**src/rtl/cnt20_sequencer.sv**
```systemverilog
`default_nettype none
// ============================================================================
// Module   : cnt20_sequencer
// Brief    : Step controller for a mod-MODULUS up/down counter: manual, auto
//            and ping-pong stepping with a shadow position.
// Revision : 1.0 - initial release
// ============================================================================
module cnt20_sequencer #(
  parameter int MODULUS  = 20,
  parameter int TICK_DIV = 4
) (
  input  logic       clock,
  input  logic       SW0,
  input  logic       SW1,
  input  logic       SW2,
  input  logic       SW3,
  input  logic       SW4,
  output logic       step,
  output logic       dir,
  output logic [4:0] pos,
  output logic [1:0] state
);

  localparam int              c_TW       = (TICK_DIV > 2) ? $clog2(TICK_DIV) : 1;
  localparam logic [4:0]      c_POS_MAX  = 5'(MODULUS - 1);
  localparam logic [c_TW-1:0] c_TICK_MAX = c_TW'(TICK_DIV - 1);

  typedef enum logic [1:0] {
    IDLE = 2'd0,
    RUN  = 2'd1,
    TURN = 2'd2
  } state_t;

  logic [4:1]      r_sync_a;
  logic [4:1]      r_sync;
  logic            r_s1_d;
  logic            r_s4_d;

  state_t          r_state, w_state;
  logic [c_TW-1:0] r_tick,  w_tick;
  logic            r_step,  w_step;
  logic            r_dir,   w_dir;
  logic [4:0]      r_pos,   w_pos;
  logic            r_pp,    w_pp;

  logic            w_req;
  logic            w_pp_eff;
  logic            w_d;
  logic            w_at_end;
  logic            w_due;

  always_ff @(posedge clock or negedge SW0) begin
    if (!SW0) begin
      r_sync_a <= '0;
      r_sync   <= '0;
      r_s1_d   <= 1'b0;
      r_s4_d   <= 1'b0;
    end else begin
      r_sync_a <= {SW4, SW3, SW2, SW1};
      r_sync   <= r_sync_a;
      r_s1_d   <= r_sync[1];
      r_s4_d   <= r_sync[4];
    end
  end

  assign w_req    = r_sync[1] & ~r_s1_d;
  // Ping-pong direction is captured from SW2 on the cycle the mode turns on.
  assign w_pp_eff = (r_sync[4] & ~r_s4_d) ? r_sync[2] : r_pp;
  assign w_d      = r_sync[4] ? w_pp_eff : r_sync[2];
  assign w_at_end = r_sync[4] & (w_d ? (r_pos == 5'd0) : (r_pos == c_POS_MAX));

  always_ff @(posedge clock or negedge SW0) begin
    if (!SW0) begin
      r_state <= IDLE;
      r_tick  <= '0;
      r_step  <= 1'b0;
      r_dir   <= 1'b0;
      r_pos   <= '0;
      r_pp    <= 1'b0;
    end else begin
      r_state <= w_state;
      r_tick  <= w_tick;
      r_step  <= w_step;
      r_dir   <= w_dir;
      r_pos   <= w_pos;
      r_pp    <= w_pp;
    end
  end

  always_comb begin
    w_state = r_state;
    w_tick  = r_tick;
    w_step  = 1'b0;
    w_dir   = r_dir;
    w_pos   = r_pos;
    w_pp    = w_pp_eff;
    w_due   = 1'b0;

    case (r_state)
      IDLE: begin
        if (r_sync[3]) begin
          w_state = RUN;
          w_tick  = '0;
        end else begin
          w_due = w_req;
        end
      end
      RUN: begin
        // Leaving auto mode takes priority over a tick wrap on the same edge.
        if (!r_sync[3]) begin
          w_state = IDLE;
          w_tick  = '0;
        end else if (r_tick == c_TICK_MAX) begin
          w_tick = '0;
          w_due  = 1'b1;
        end else begin
          w_tick = r_tick + c_TW'(1);
        end
      end
      TURN: begin
        w_state = r_sync[3] ? RUN : IDLE;
        w_tick  = '0;
      end
      default: begin
        w_state = IDLE;
        w_tick  = '0;
      end
    endcase

    if (w_due) begin
      if (w_at_end) begin
        w_state = TURN;
        w_dir   = ~w_d;
        w_pp    = ~w_d;
      end else begin
        w_step = 1'b1;
        w_dir  = w_d;
        if (w_d) w_pos = (r_pos == 5'd0) ? c_POS_MAX : r_pos - 5'd1;
        else     w_pos = (r_pos == c_POS_MAX) ? 5'd0 : r_pos + 5'd1;
      end
    end
  end

  assign step  = r_step;
  assign dir   = r_dir;
  assign pos   = r_pos;
  assign state = r_state;

endmodule
`default_nettype wire
```
**config.mk**
```make
export PLATFORM = sky130hd
export DESIGN_NAME = cnt20_sequencer
export DESIGN_NICKNAME = d
export VERILOG_FILES = /design/src/rtl/cnt20_sequencer.sv
export SDC_FILE = /design/constraint.sdc
export NUM_CORES = 1
export LEC_CHECK = 0
export CORE_UTILIZATION = 30
export CTS_CLUSTER_DIAMETER = 200
export DETAILED_ROUTE_END_ITERATION = 8
export GPL_TIMING_DRIVEN = 1
export HOLD_SLACK_MARGIN = 0.12
export PLACE_DENSITY = 0.55
export SLEW_MARGIN = 20
export SYNTH_ARGS = -nofsm -noshare
export SYNTH_HDL_FRONTEND = slang
export SYNTH_SLANG_ARGS = --single-unit
```
**constraint.sdc**
```tcl
create_clock -name clock -period 2.3 [get_ports clock]
set_input_delay 0.345 -clock clock [delete_from_list [all_inputs] [get_ports clock]]
set_output_delay 0.345 -clock clock [all_outputs]
set_load 0.05 [all_outputs]
```
==> flow_summary.ini <==
[run_status]
status = finished clean

[clock_tree]
cts.path.max_buffers = 2
cts_max_level = 1
clk_pin_slew_worst_paths_ps = 120
cts_hold_buffers = 0
cts.sinks = 22
ctsResizeCount = 0
cts_tree = yes
cts_buffers = 3
ctsRootBufferMaster = clkbuf_4
clk_latency_ps = 300
post_cts_buffers = 0

[place]
post-place-ws_ps = 259
dp_hpwl_um = 1410
place_congestion = 0.763
place.port_buffers = 14

[logic_synthesis]
synth_top_area_share_pct = 52.6
yosysWarningCount = 0
syn_area_per_cell_um2 = 11.0
seq_area_frac_synth_pct = 52.6
synth_nets = 104
synth.distinct_cells = 37
yosys.area.top_type = dfrtp_1
syn-cell-area_mm2 = 0.00105
synth_cells = 95
ys_top_cells_by_area = dfrtp_1 53%, ha_1 3.6%, nand2_1 2.9%
ys_ff_latch = 22

[die]
rows = 21
start_util_pct = 31.4
die-area_mm2 = 0.00373
die_x_um = 61.1
die_h_um = 61.1
core_mm2 = 0.00334
ioPinCount = 15

[cells_and_area]
final_layout_size_suffix_gt1_share_pct = 13.4
num-fill-cells = 343
multi_input_area_um2 = 469
area_delta_synth_final_pct = 24.1
final_common_cell = dfrtp_1
final_cell_mix = 22 x dfrtp_1, 14 x clkdlybuf4s50_1, 8 x nand2_1
n_antenna_cell = 0
seqCellArea_um2 = 551
fin_nets = 122

[global_route]
grt_max_degree = 23
grt_antenna_before_repair = 0
grtUsageMet1_pct = 14.2
grt_pass1_vias = 697
grt.met3_usage_pct = 2.52
gr-max-usage-layer = met2
grt_first_pass_wirelength_um = 3130
use_met2_pct = 19.7
grt_usage_pct = 11.7
grt_overflow_total = 0

[job]
maxCapViolations = 0

[sta]
setup_viol = 0
tightest_slew_ps = 493
drv_slew = 0
hold_viol_final = 0
fin_skew_ps = 2.20
slew_headroom_pct = 67.0
fmax_mhz = 483
fin_crit_sh_pct = 90.0
tns_ps = 0
rsz0062_at_grt = no
whs_ps = 365
fin_crit_ps = 2070
worst_slack_ps = 230

[worst_hold_path]
worstHoldPathCells = 0
min_path_type = reg2reg

[routing]
detail_route.first_pass.iterations = 4
wl_um = 1930
drc = 0
ant_nets = 0
dr_total_vias = 784
drtIter0Drc = 25
wl_per_cell_um = 12.2
detail_route.vias_per_cell = 4.96

[pwr]
max-vdd-ir-drop_mv = 0.516
p_per_area_mw_per_mm2 = 1080
leakage_nw = 0.548
power.total_w = 0.00141

[critical_path]
worst_setup_path_start_kind = flop
cp-end-kind = flop
crit_fanout = 8
rr_worst_depth = 7
cp.required_ps = 2510
crit_type = reg2reg
cp.arrival_ps = 2280
-- final cells by class --
class / count / share of cell area (%)
sequential: 22 / 42.3
multi-input combinational: 66 / 36.1
timing repair buffer: 16 / 11.9
tap: 46 / 4.43
clock inverter: 1 / 2.31
clock buffer: 3 / 1.73
inverter: 4 / 1.15
-- critical path, cell delays in order, from the launching register on --
cell and delay, ps:
dfrtp_1 480, inv_1 90, ha_1 190, nor4b_2 410
o21a_1 260, o21ai_1 130, xor2_1 160, o311ai_1 250
-- where the power goes --
| group | internal, W | switching [W] |
|---|---|---|
| combinational | 0.000226 | 0.000342 |
| sequential | 0.000449 | 0.000100 |
| clock | 0.000176 | 0.000116 |
-- per-layer routing --
layer,up-vias,wire length [um]
met5,-,0
met4,0,30
met3,4,67
met2,16,972
met1,382,861
li1,382,-
-- logic make-up after synthesis --
group	Yosys count	share of synthesized area [%]
flip-flops	22	52.6
adder cells (fa/ha/maj)	3	3.58
buffers and inverters	7	2.63
AO/OA/AOI/OAI	28	20.0
multiplexers	3	3.11
AND/OR/NAND/NOR	30	16.5
XOR/XNOR	2	1.67
-- metrics by stage --
stage / instances / cell area, um^2 / util (%)
after global routing: 158 / 1300 / 39.0
after floorplan: 95 / 1050 / -
after detailed placement: 154 / 1250 / 37.4
final: 158 / 1300 / 39.0
after global placement: 154 / 1250 / 37.4
after CTS: 158 / 1300 / 39.0
-- sequential cells by signal (all words and copies together), names as in the netlist --
| register | flops |
|---|---|
| r_sync_a | 4 |
| r_sync | 4 |
| r_s1_d | 1 |
| r_tick | 2 |
| state | 2 |
| pos | 5 |
| r_s4_d | 1 |
| r_pp | 1 |
| step | 1 |
| dir | 1 |
-- path summary, 6_finish.rpt --
check                            startpoint          end  slack (ps)
worst max-delay path                 pos[1]         r_pp         230
worst min-delay path            r_sync_a[1]    r_sync[1]         360
worst max register to register       pos[1]         r_pp         230
worst min register to register  r_sync_a[1]    r_sync[1]         360
max in group asynchronous               SW0  r_sync_a[4]        1710
min in group asynchronous               SW0    r_tick[1]         380
-- cell usage after synthesis (all sizes together) --
cell,number
a21boi,1
a21o,1
a21oi,6
a22o,1
a22oi,1
a31oi,2
and3,2
buf,1
clkbuf,2
dfrtp,22
ha,3
inv,4
mux2,2
mux2i,1
nand2,8
nand3,3
nand3b,1
nand4bb,1
nor2,6
nor3,1
nor3b,2
nor4,2
nor4b,1
o211a,1
o21a,1
o21ai,7
o221ai,1
o22ai,1
o311ai,1
o31ai,4
or2,2
or4b,1
xnor2,1
xor2,1
No activity file was read; power rests on OpenSTA's default activity.
